==> src/rtl/clk_div_ctrl.sv <==
// Run-time divider for clk_100mhz: registered 50% clk_out of period 2*H, new H applied at a falling toggle.
// Outputs lag inputs by one cycle; cfg_ready drops while an update is pending or while stopping/disabled.
module clk_div_ctrl #(
  parameter int DIV_W        = 16,
  parameter int DEFAULT_HALF = 5
) (
  input  logic             clk_100mhz,
  input  logic             rst,
  input  logic             en,
  input  logic             cfg_valid,
  input  logic [DIV_W-1:0] cfg_half,
  output logic             cfg_ready,
  output logic             clk_out,
  output logic             tick,
  output logic             busy,
  output logic             cfg_err,
  output logic [DIV_W-1:0] half_active
);

  typedef enum logic [1:0] {IDLE, RUN, UPD, STOP} state_t;

  state_t           state_q, state_d;
  logic [DIV_W-1:0] cnt_q, cnt_d;
  logic [DIV_W-1:0] half_q, half_d;
  logic [DIV_W-1:0] pend_q, pend_d;
  logic             pend_vld_q, pend_vld_d;
  logic             clk_q, clk_d;
  logic             tick_q, tick_d;
  logic             err_q, err_d;

  logic             xfer;
  logic             take;
  logic             wrap;
  logic [DIV_W-1:0] cnt_step;

  assign cfg_ready = (state_q == IDLE) | ((state_q == RUN) & en);
  assign xfer      = cfg_valid & cfg_ready;
  assign take      = xfer & (cfg_half != '0);
  assign wrap      = (cnt_q == half_q - DIV_W'(1));
  assign cnt_step  = wrap ? '0 : cnt_q + DIV_W'(1);

  always_comb begin
    state_d    = state_q;
    cnt_d      = cnt_q;
    clk_d      = clk_q;
    half_d     = half_q;
    pend_d     = pend_q;
    pend_vld_d = pend_vld_q;
    err_d      = xfer & (cfg_half == '0);
    case (state_q)
      IDLE: begin
        cnt_d = '0;
        clk_d = 1'b0;
        if (take) half_d = cfg_half;
        if (en) state_d = RUN;
      end
      RUN, UPD: begin
        cnt_d = cnt_step;
        clk_d = clk_q ^ wrap;
        if (!en) begin
          state_d = STOP;
        end else if ((state_q == UPD) && wrap && clk_q) begin
          // counter restarts at 0 here, so the new H can never be undershot
          half_d     = pend_q;
          pend_vld_d = 1'b0;
          state_d    = RUN;
        end else if ((state_q == RUN) && take) begin
          pend_d     = cfg_half;
          pend_vld_d = 1'b1;
          state_d    = UPD;
        end
      end
      STOP: begin
        if (clk_q && !wrap) begin
          cnt_d = cnt_step;
        end else begin
          cnt_d   = '0;
          clk_d   = 1'b0;
          state_d = IDLE;
          if (pend_vld_q) begin
            half_d     = pend_q;
            pend_vld_d = 1'b0;
          end
        end
      end
      default: state_d = IDLE;
    endcase
  end

  assign tick_d = clk_d & ~clk_q;

  always_ff @(posedge clk_100mhz) begin
    if (rst) begin
      state_q    <= IDLE;
      cnt_q      <= '0;
      half_q     <= DIV_W'(DEFAULT_HALF);
      pend_q     <= '0;
      pend_vld_q <= 1'b0;
      clk_q      <= 1'b0;
      tick_q     <= 1'b0;
      err_q      <= 1'b0;
    end else begin
      state_q    <= state_d;
      cnt_q      <= cnt_d;
      half_q     <= half_d;
      pend_q     <= pend_d;
      pend_vld_q <= pend_vld_d;
      clk_q      <= clk_d;
      tick_q     <= tick_d;
      err_q      <= err_d;
    end
  end

  assign clk_out     = clk_q;
  assign tick        = tick_q;
  assign cfg_err     = err_q;
  assign half_active = half_q;
  assign busy        = (state_q != IDLE);

endmodule

==> config.mk <==
export PLATFORM = sky130hd
export DESIGN_NAME = clk_div_ctrl
export DESIGN_NICKNAME = d
export VERILOG_FILES = /design/src/rtl/clk_div_ctrl.sv
export SDC_FILE = /design/constraint.sdc
export NUM_CORES = 1
export LEC_CHECK = 0
export ABC_AREA = 1
export ABC_CLOCK_PERIOD_IN_PS = 3100
export BUFFER_PORTS_ARGS = -buffer_cell sky130_fd_sc_hd__clkbuf_2
export CORE_ASPECT_RATIO = 1.5
export CORE_UTILIZATION = 50
export CTS_BUF_LIST = sky130_fd_sc_hd__clkbuf_4 sky130_fd_sc_hd__clkbuf_8
export DETAILED_ROUTE_END_ITERATION = 8
export PLACE_DENSITY = 0.81
export REMOVE_ABC_BUFFERS = 1
export SYNTH_ARGS = -nofsm -noshare
export SYNTH_HDL_FRONTEND = slang
export SYNTH_SLANG_ARGS = --single-unit
==> constraint.sdc <==
create_clock -name clk_100mhz -period 3.1 [get_ports clk_100mhz]
set_clock_uncertainty 0.05 [all_clocks]
set_input_delay 0.62 -clock clk_100mhz [delete_from_list [all_inputs] [get_ports clk_100mhz]]
set_output_delay 0.62 -clock clk_100mhz [all_outputs]
set_load 0.02 [all_outputs]
# Word level (Yosys, flattened, before mapping)
# Index checks and enable logic that the tools add are counted.
[classes] add_sub_neg=2 eq_ne=12 muxes=22 bitwise_logic=9 n_reduce_logical=15
[op_table] cell="$mux W16" count=7
[op_table] cell="$pmux W16 S3" count=2
[op_table] cell="$add A16 B1 Y16 const B" count=1
[op_table] cell="$eq A16 B16 Y1" count=1
[op_table] cell="$logic_not A16 Y1" count=1
[op_table] cell="$reduce_bool A16 Y1" count=1
[op_table] cell="$sub A16 B1 Y16 const B" count=1
[op_table] cell="$ne A2 B2 Y1 const B" count=6
[op_table] cell="$mux W2" count=5
[op_table] cell="$reduce_and A4 Y1" count=2
[op_table] cell="$pmux W2 S3" count=1
[op_table] cell="$and A1 B1 Y1" count=5
[op_table] cell="$mux W1" count=5
[op_table] cell="$reduce_and A5 Y1" count=1
[op_table] cell="$eq A2 B2 Y1 const B" count=2
[op_table] cell="$logic_and A1 B1 Y1" count=4
[op_table] cell="$ne A4 B4 Y1 const B" count=1
[op_table] cell="$reduce_bool A2 Y1" count=2
[op_table] cell="$ne A3 B3 Y1 const B" count=1
[op_table] cell="$pmux W1 S3" count=1
[op_table] cell="$reduce_and A3 Y1" count=1
[op_table] cell="$eq A2 B1 Y1 const B" count=1
[op_table] cell="$logic_not A2 Y1" count=1
[op_table] cell="$not A1 Y1" count=2
[op_table] cell="5 further kinds" count=5
[word_totals] ff_bits=54 inputBits=20 output_inout_bits=21 wordCells=68

# Longest topological paths before layout
# Gate-level depths: netlist (run 1).
[logic_depth] depth_word=10 mapped_depth=21 ltp_nobuf=20

# Worst setup path after synthesis (run 1)
# Ideal clock, no wire load.
[synth_path] kind="reg2reg" start="register half_q[0] (netlist: half_active[0])" end="register cnt_q[10]" arrival_time_ns=2.748 required_ns=2.918 slack_ns=0.170 stages_incl_launch_ff=18 period_less_slack_ns=2.930 path_cell_list="dfxtp_1 inv_2 ha_1 xor2_1 nand2_1 nor2_1 nand2_1 nor2_1 nand3_1 nor2_2 nand2_1 ha_1 nand2_1 inv_1 or2_2 nand3_1 clkbuf_1 nor3_1"
[synth_between] elab_chain_cells=6
[synth_lines] item="start: declaration" line_no="24" source="logic [DIV_W-1:0] half_q, half_d;"
[synth_lines] item="start signal: assignment" line_no="96" source="half_q <= DIV_W'(DEFAULT_HALF);"
[synth_lines] item="start signal: assignment" line_no="105" source="half_q <= half_d;"
[synth_lines] item="$sub A16 B1 Y16 *" line_no="39" source="assign wrap = (cnt_q == half_q - DIV_W'(1));"
[synth_lines] item="$eq A16 B16 Y1 *" line_no="39"
[synth_lines] item="$logic_not A1 Y1" line_no="74" source="if (clk_q && !wrap) begin"
[synth_lines] item="$logic_and A1 B1 Y1" line_no="74"
[synth_lines] item="$mux W16" line_no="74"
[synth_lines] item="$pmux W16 S3 *" line_no="50" source="case (state_q)"
[synth_lines] item="end signal: assignment" line_no="104" source="cnt_q <= cnt_d;"
[synth_lines] item="end: declaration" line_no="23" source="logic [DIV_W-1:0] cnt_q, cnt_d;"
# Every way passes the cells marked *; elsewhere a longest branch is shown, timed or not.
# A chain may end at the register's enable or synchronous reset.

# Final worst setup path (run 1)
[layout_path] start="register half_q[1] (netlist: half_active[1])" end="register cnt_q[8]"
# The elaborated chain is that of the path after synthesis.

==> reports/results.ini, run 1 <==
[finish]
diodes=0
final_common_cell=nand2_1
nNetsFinal=576
syn_to_final_growth_pct=11.1
final_cell_mix=nand2_1, nor2_1, inv_1
stdcell_count=623
final_layout_size_suffix_gt1_share_pct=15.1
n_fill_cell=623
stdcell_area_sq_um=3660

[timing]
hold_viol=0
fmax_mhz=356
worst_slack_ns=0.290
setup_viol=0
worst_pin_slew_ns=0.547
rsz0062_at_grt=no
fin_setup_tns_ns=0
fin_crit_sh_pct=90.6
max_slew_margin_pct=63.5
finalCriticalPeriod_ns=2.81
drv_slew=0
whs_ns=0.406

[global_route]
grt_pass1_wl_mm=13.5
grt_util_all_layers_pct=25.4
grt_max_degree=35
grt_pass1_vias=3016
antenna_found_initial=0
grt_overflow=0

[routing]
post_drt_wl_per_cell_microns=13.0
drt_iter0_markers=167
remaining_drc_errors=0
vias=3268
vias_per_cell=5.25
first_pass_iters=4
drt-total-wl_mm=8.13
ant_nets=0

[die]
rows=35
dieArea_sq_um=6930
fp.dieH_microns=101
core_sq_um=6260
start_util_pct=52.6
die_w_microns=68.3
ioPinCount=41

[place]
port_buffers=40
post-place-ws_ns=0.129
dpl.cell_count=614
place.gp.congestion=0.889
post-dp-hpwl_mm=6.37
placed_area_sq_um=3540

[synth]
synth_warnings=0
yosys.cell_types.count=35
synth_area_leaders=dfxtp_1, nand2_1, nor2_1
synthCells=511
synth_top_area_cell=dfxtp_1
netlist_area_sq_um=3300
synth_top_area_share_pct=32.8
ys_seq_area_share_pct=32.8
synth_area_per_cell_sq_um=6.45
ys_ff_latch=54

[worst_setup_path]
worstPathArrival_ns=2.95
critPathSlowestCell=dfxtp_2
crit_top_cell=nand2_1
path_cells=inv_1, ha_2, inv_1, nor2_1, nand2_1, o21ai_1, nand2_1, nor2_1, nand3_1, nor2_4, nand2_1, ha_1, nand2_1, inv_1, or2_2, nand3_1, buf_4, nor3_1
slowest_delay_ns=0.35
critical_path_required_ns=3.24
end_kind=register
start_kind=register
crit_fanout=15
critPathKind=reg -> reg

[power]
pwr-share-comb_pct=60.2
p_int_mw=1.79
swShare_pct=52.0
ir_drop_mv=0.810
pwr-share-seq_pct=28.4
p_leak_nw=1.75
clockPowerShare_pct=11.5
power.switching_mw=1.94
powerDensity_nw_per_um2=1020

[flow_run]
maxCapViolCount=0

[clock_network]
cts_buffer_depth=2
clk_pin_slew_ns=0.11
hold_buffers=0
cts.htree.levels=2
clk_latency_ns=0.31
cts_sinks=54
root_buffer=clkbuf_8
cts-buffers-inserted=5
cts_tree=done

[outcome]
status=completed

[min_path]
min_path_type=reg -> reg

## final timing paths
| path | startpoint | endpoint | slack (ns) | cells after the start |
|---|---|---|---|---|
| worst max register to register | half_active[1]$_SDFFE_PP0P_ | cnt_q[8]$_SDFF_PP0_ | 0.29 | 18 |
| worst min-delay path | pend_q[0]$_SDFFE_PP0P_ | pend_q[0]$_SDFFE_PP0P_ | 0.41 | 2 |
| worst min register to register | pend_q[0]$_SDFFE_PP0P_ | pend_q[0]$_SDFFE_PP0P_ | 0.41 | 2 |
| worst max-delay path | half_active[1]$_SDFFE_PP0P_ | cnt_q[8]$_SDFF_PP0_ | 0.29 | 18 |
## flip-flops by register name (all words and copies together) (netlist names)
register	count
cfg_err	1
clk_out	1
cnt_q	16
half_active	16
pend_q	16
pend_vld_q	1
state_q	2
tick	1
## what timing repair did
action / 4_1_cts / 5_1_grt
resized for setup: 0 / 5
endpoints found under the setup margin: 0 / 28
buffers inserted: 0 / 1
## routing by layer
layer / vias up / global-route usage [%] / share of wire [%]
li1: 1683 / - / -
met5: - / 0 / 0
met2: 64 / 46.6 / 53
met4: 0 / 9.62 / 3.0
met3: 18 / 3.38 / 3.0
met1: 1503 / 28.6 / 41
## critical path: cells and delay by family (launching register included)
| family | cells | cell delay [ns] |
|---|---|---|
| simple gates | 11 | 1.27 |
| buf+inv | 4 | 0.45 |
| fa+ha+maj | 2 | 0.41 |
| flops | 1 | 0.35 |
| compound gates | 1 | 0.18 |
## power groups by stage
stage	logic, mW	registers (mW)	clock network, mW
floorplan	1.52	1.15	0
global route	2.54	1.08	0.470
finish	2.24	1.06	0.428
detailed placement	2.19	1.07	0
CTS	2.20	1.05	0.439
global placement	2.14	1.07	0
## area by class of cell
class / count / area, sq um / area share (%)
Multi-Input combinational cell: 379 / 1910 / 52.1
Clock buffer: 5 / 68.8 / 1.88
Tap cell: 74 / 92.6 / 2.53
Timing Repair Buffer: 46 / 249 / 6.80
Sequential cell: 54 / 1080 / 29.6
Inverter: 62 / 233 / 6.36
Clock inverter: 3 / 28.8 / 0.786
## cell families after synthesis
kind of cell / Yosys count / share of synthesized area, %
flip-flops: 54 / 32.8
adder cells (fa/ha/maj): 8 / 3.04
AO/OA/AOI/OAI: 66 / 10.2
AND/OR/NAND/NOR: 279 / 37.4
XOR/XNOR: 26 / 6.91
buffers and inverters: 78 / 9.68
## metrics by stage
step,power (mW),utilization (%)
2_1_floorplan,2.67,-
5_1_grt,4.09,58.5
4_1_cts,3.69,58.1
3_5_place_dp,3.26,56.5
3_3_place_gp,3.21,56.5
6_report,3.73,58.5
## cell usage after synthesis
master / number
nor3_1: 15
nand3_4: 1
nand2_1: 122
a21oi_1: 24
clkbuf_1: 7
buf_2: 6
a31oi_1: 1
xor2_1: 22
xnor2_1: 4
and2_1: 1
nand2_4: 1
nor3b_1: 1
nor4_1: 2
nand3_2: 2
clkinv_1: 1
nand3_1: 29
nand4_1: 6
nor2_1: 79
inv_1: 54
and3_1: 1
nand2b_1: 1
a211oi_1: 1
buf_6: 2
o211ai_1: 1
o21ai_1: 5
nor2_2: 7
dfxtp_1: 54
buf_4: 1
ha_1: 8
nor2_4: 3
inv_2: 7
nand2_2: 3
or2_2: 2
o21ai_0: 34
nand3b_1: 3
Note: power is estimated with default switching activity, not from simulation.
==> run 2: changes to the inputs <==
- BUFFER_PORTS_ARGS: -buffer_cell sky130_fd_sc_hd__clkbuf_2 -> -buffer_cell sky130_fd_sc_hd__buf_2
- CORE_MARGIN: unset -> 4
==> reports/results.ini, run 2 (synthesis results as in run 1) <==
[timing]
fin_setup_tns_ns=0  ; unchanged
rsz0062_at_grt=no
drv_slew=0  ; unchanged
max_slew_margin_pct=64.8  ; +1.3 points
finalCriticalPeriod_ns=2.88  ; +0.0679 ns
fmax_mhz=347  ; -2.4%
hold_viol=0  ; unchanged
setup_viol=0  ; unchanged
worst_pin_slew_ns=0.527  ; -0.0194 ns
fin_crit_sh_pct=92.8  ; +2.2 points
worst_slack_ns=0.222  ; -0.0679 ns

[routing]
first_pass_iters=4  ; unchanged
post_drt_wl_per_cell_microns=12.7  ; -2.3%
vias=3200  ; -2.1%
remaining_drc_errors=0  ; unchanged
vias_per_cell=5.13  ; -2.2%
drt_iter0_markers=221  ; +32%
drt-total-wl_mm=7.95  ; -2.2%
ant_nets=0  ; unchanged

[place]
post-place-ws_ns=0.163  ; +0.0331 ns
dpl.cell_count=616  ; +0.33%
post-dp-hpwl_mm=6.24  ; -2.0%
place.gp.congestion=0.908  ; +2.1%
placed_area_sq_um=3540  ; about the same
port_buffers=40  ; unchanged

[global_route]
grt_util_all_layers_pct=21.5  ; -4.0 points
grt_pass1_wl_mm=13.4  ; -0.51%
grt_pass1_vias=3068  ; +1.7%
antenna_found_initial=0  ; unchanged
grt_max_degree=37  ; +5.7%
grt_overflow=0  ; unchanged

[clock_network]
cts_buffer_depth=2  ; unchanged
root_buffer=clkbuf_8
cts_tree=done
cts-buffers-inserted=5  ; unchanged
clk_latency_ns=0.32  ; about the same
clk_pin_slew_ns=0.10  ; about the same
cts.htree.levels=2  ; unchanged
hold_buffers=0  ; unchanged
cts-resized-gates=0  ; unchanged
cts_sinks=54  ; unchanged
post_cts_buffers=0  ; unchanged

[finish]
final_cell_mix=nand2_1, nor2_1, inv_1, dfxtp_1, buf_2
stdcell_count=624  ; +0.16%
stdcell_area_sq_um=3660  ; about the same
utilization_pct=56.9  ; -1.6 points
n_fill_cell=654  ; +5.0%
diodes=0  ; unchanged
syn_to_final_growth_pct=11.2  ; about the same
final_common_cell=nand2_1
nNetsFinal=575  ; -0.17%
final_layout_size_suffix_gt1_share_pct=15.3  ; +0.21 points

[worst_setup_path]
critPathKind=reg -> reg
start_kind=register
worstPathArrival_ns=3.05  ; +0.10 ns
reg2reg_depth=19  ; +1
critical_path_required_ns=3.27  ; +0.03 ns
end_kind=register
crit_fanout=30  ; +15

[power]
swShare_pct=51.3  ; -0.63 points
p_int_mw=1.80  ; +0.28%
pwr-share-seq_pct=28.6  ; +0.2 points
clockPowerShare_pct=11.4  ; about the same
power.switching_mw=1.90  ; -2.2%
p_leak_nw=1.75  ; about the same
pwr-share-comb_pct=60.1  ; about the same
powerDensity_nw_per_um2=1010  ; -1.1%
ir_drop_mv=0.576  ; -29%

[die]
die_w_microns=74.3  ; +8.8%
start_util_pct=51.2  ; -1.5 points
dieArea_sq_um=7980  ; +15%
rows=36  ; +2.9%
ioPinCount=41  ; unchanged
core_sq_um=6440  ; +2.9%
fp.dieH_microns=107  ; +5.9%

[min_path]
worst_hold_path.num_cells=2  ; unchanged
min_path_type=reg -> reg

[outcome]
status=completed

[flow_run]
maxCapViolCount=0  ; unchanged

==> run 2: final cells by class <==
cell class,count,area [sq um],share of cell area [%]
Clock buffer,6,82.6,2.25
Clock inverter,2,17.5,0.478
Inverter,62,233,6.35
Multi-Input combinational cell,379,1910,52.2
Sequential cell,54,1080,29.5
Tap cell,76,95.1,2.60
Timing Repair Buffer,45,241,6.59
==> run 2: critical path, stage by stage, from the launching register on <==
cell     delay [ns]
dfxtp_1        0.34
inv_1          0.10
ha_2           0.22
nand2_2        0.10
nor2_2         0.14
nand2_1        0.07
nand2_1        0.09
nand2_1        0.05
nor2_1         0.11
nand3_1        0.10
nor2_2         0.15
nand2_1        0.13
ha_1           0.19
nand2_1        0.13
o21ai_0        0.14
a21oi_2        0.20
nand3_2        0.10
buf_6          0.19
nor2_1         0.12
nor2_1         0.06
==> run 2: path summary, 6_finish.rpt <==
kind                                                   from                     endpoint  slack [ns]
worst max-delay path            half_active[1]$_SDFFE_PP0P_  half_active[1]$_SDFFE_PP0P_        0.22
worst min-delay path                 pend_q[2]$_SDFFE_PP0P_       pend_q[2]$_SDFFE_PP0P_        0.40
worst max register to register  half_active[1]$_SDFFE_PP0P_  half_active[1]$_SDFFE_PP0P_        0.22
worst min register to register       pend_q[2]$_SDFFE_PP0P_       pend_q[2]$_SDFFE_PP0P_        0.40
==> run 2: per-stage QoR <==
stage	power, mW	hold slack [ns]
floorplan	2.67	0.376
global placement	3.20	0.383
detailed placement	3.24	0.390
CTS	3.67	0.405
global route	4.07	0.425
finish	3.69	0.404
==> run 2: power groups by stage <==
stage	registers (mW)	logic, mW	clock network (mW)
floorplan	1.15	1.52	0
global placement	1.07	2.13	0
detailed placement	1.07	2.17	0
CTS	1.05	2.19	0.436
global route	1.08	2.53	0.459
finish	1.05	2.22	0.420
==> run 2: layer usage <==
metal	share of wire (%)	track usage, %	vias up
met5	0	0	-
met4	4.4	12.8	0
met3	3.4	3.27	26
met2	52	36.9	82
met1	40	24.2	1412
li1	-	-	1680
==> run 3: changes to the inputs <==
- CORE_UTILIZATION: 50 -> 55
- PLACE_DENSITY: 0.81 -> 0.87
==> reports/results.ini, run 3 (synthesis results as in run 1) <==
[routing]
first_pass_iters=4  ; unchanged
remaining_drc_errors=0  ; unchanged
post_drt_wl_per_cell_microns=13.2  ; +3.4%
ant_nets=0  ; unchanged
drt-total-wl_mm=8.17  ; +2.7%
drt_iter0_markers=224  ; +1.4%
vias_per_cell=5.30  ; +3.4%
vias=3287  ; +2.7%

[clock_network]
cts-buffers-inserted=5  ; unchanged
cts.htree.levels=2  ; unchanged
cts_buffer_depth=2  ; unchanged
cts_sinks=54  ; unchanged
root_buffer=clkbuf_8
cts_tree=done
clk_latency_ns=0.31  ; about the same
clk_pin_slew_ns=0.11  ; about the same

[finish]
stdcell_count=620  ; -0.64%
final_layout_size_suffix_gt1_share_pct=16.1  ; +0.73 points
diodes=0  ; unchanged
multiInputGateArea_sq_um=1930  ; +0.98%
nNetsFinal=575  ; unchanged
n_fill_cell=527  ; -19%
final_common_cell=nand2_1
stdcell_area_sq_um=3690  ; +0.85%
syn_to_final_growth_pct=12.1
regArea_sq_um=1090  ; +0.46%
utilization_pct=63.4  ; +6.5 points
final_cell_mix=nand2_1, nor2_1, inv_1

[global_route]
grtUsageMet3_pct=3.12  ; -0.15 points
antenna_found_initial=0  ; unchanged
gr-max-usage-layer=met2
grt_util_all_layers_pct=23.1  ; +1.7 points
grt_pass1_wl_mm=13.6  ; +1.4%
grt_max_degree=35  ; -5.4%
use_met2_pct=41.9  ; +5.0 points
grtUsageMet1_pct=25.9  ; +1.7 points
grt_pass1_vias=3021  ; -1.5%
grt_overflow=0  ; unchanged

[die]
core_sq_um=5830  ; -9.5%
dieArea_sq_um=7320  ; -8.3%
start_util_pct=56.5  ; +5.4 points
rows=34  ; -5.6%
die_w_microns=71.2  ; -4.2%
ioPinCount=41  ; unchanged
fp.dieH_microns=103  ; -4.3%

[place]
post-dp-hpwl_mm=6.49  ; +4.1%
dpl.cell_count=611  ; -0.81%
post-place-ws_ns=0.0773  ; -0.0852 ns
place.gp.congestion=1.05  ; +16%
port_buffers=40  ; unchanged
placed_area_sq_um=3530  ; -0.35%

[timing]
hold_viol=0  ; unchanged
fmax_mhz=359  ; +3.4%
worst_slack_ns=0.316  ; +0.0944 ns
whs_ns=0.405  ; +0.000497 ns
drv_slew=0  ; unchanged
rsz0062_at_grt=no
fin_crit_sh_pct=89.8  ; -3.0 points
setup_viol=0  ; unchanged
fin_setup_tns_ns=0  ; unchanged
finalCriticalPeriod_ns=2.78  ; -0.0944 ns
max_slew_margin_pct=60.8  ; -4.0 points
worst_pin_slew_ns=0.584  ; +0.0573 ns

[worst_setup_path]
regToRegSetupSlack_ns=0.32  ; +0.09 ns
crit_fanout=15  ; -50%
critical_path_required_ns=3.24  ; -0.03 ns
worstPathArrival_ns=2.92  ; -0.13 ns
reg2reg_to=cnt_q[10]$_SDFF_PP0_
reg2reg_depth=18  ; -1
critPathKind=reg -> reg
start_kind=register
end_kind=register
reg2reg_from=half_active[0]$_SDFFE_PP1P_

[power]
p_leak_nw=1.76  ; +0.64%
ir_drop_mv=0.855  ; +48%
power_mw=3.82  ; +3.5%
pwr-share-comb_pct=59.2  ; -0.9 points
clockPowerShare_pct=12.7  ; +1.3 points
p_int_mw=1.88  ; +4.7%
pwr-share-seq_pct=28.1  ; -0.5 points
power.switching_mw=1.94  ; +2.3%
powerDensity_nw_per_um2=1030  ; +2.6%
swShare_pct=50.8  ; -0.57 points

[min_path]
worst_hold_path.num_cells=2  ; unchanged
min_path_type=reg -> reg
hp-start=pend_q[4]$_SDFFE_PP0P_
holdPathEnd=pend_q[4]$_SDFFE_PP0P_

[outcome]
status=completed

[flow_run]
maxCapViolCount=0  ; unchanged

## run 3: routing by layer
layer | vias up | wire (microns)
met3 | 28 | 356
met2 | 92 | 4230
met1 | 1482 | 3210
li1 | 1685 | -
met4 | 0 | 374
met5 | - | 0
## run 3: worst max-delay path by stage
stage	start	end	slack, ns
floorplan	half_active[0]$_SDFFE_PP1P_	half_active[10]$_SDFFE_PP0P_	0.14
global placement	half_active[0]$_SDFFE_PP1P_	half_active[15]$_SDFFE_PP0P_	0.19
detailed placement	half_active[0]$_SDFFE_PP1P_	half_active[7]$_SDFFE_PP0P_	0.08
CTS	half_active[0]$_SDFFE_PP1P_	half_active[7]$_SDFFE_PP0P_	0.02
global route	half_active[0]$_SDFFE_PP1P_	half_active[13]$_SDFFE_PP0P_	0.02
finish	half_active[0]$_SDFFE_PP1P_	cnt_q[10]$_SDFF_PP0_	0.32
## run 3: layout make-up
type,instances,area share [%]
clock buffer,5,1.86
clock inverter,3,1.19
inverter,62,6.30
multi-input combinational,379,52.3
sequential,54,29.4
tap,72,2.44
timing repair buffer,45,6.54
## run 3: worst max-delay path, stage by stage, from the launching register on
cell and delay (ns):
dfxtp_4 0.39, inv_2 0.09, ha_4 0.16, inv_1 0.05, nor2_1 0.08, nand2_1 0.07, o21ai_1 0.17, nand2_1 0.08
nor2_1 0.13, nand3_1 0.13, nor2_4 0.14, nand2_1 0.11, ha_1 0.21, nand2_2 0.09, inv_1 0.06, or2_2 0.26
nand3_1 0.09, buf_4 0.24, nor3_1 0.09
## run 3: repair_timing
action	CTS	global route
buffers inserted	0	1
setup endpoints to repair	0	34
resized for setup	0	13
hold buffers	0	0
## run 3: power groups by stage
stage	registers (mW)	clock network [mW]	logic (mW)
after CTS	1.06	0.490	2.17
after floorplan	1.15	0	1.52
final	1.07	0.484	2.26
after detailed placement	1.08	0	2.16
after global placement	1.08	0	2.12
after global routing	1.10	0.516	2.56
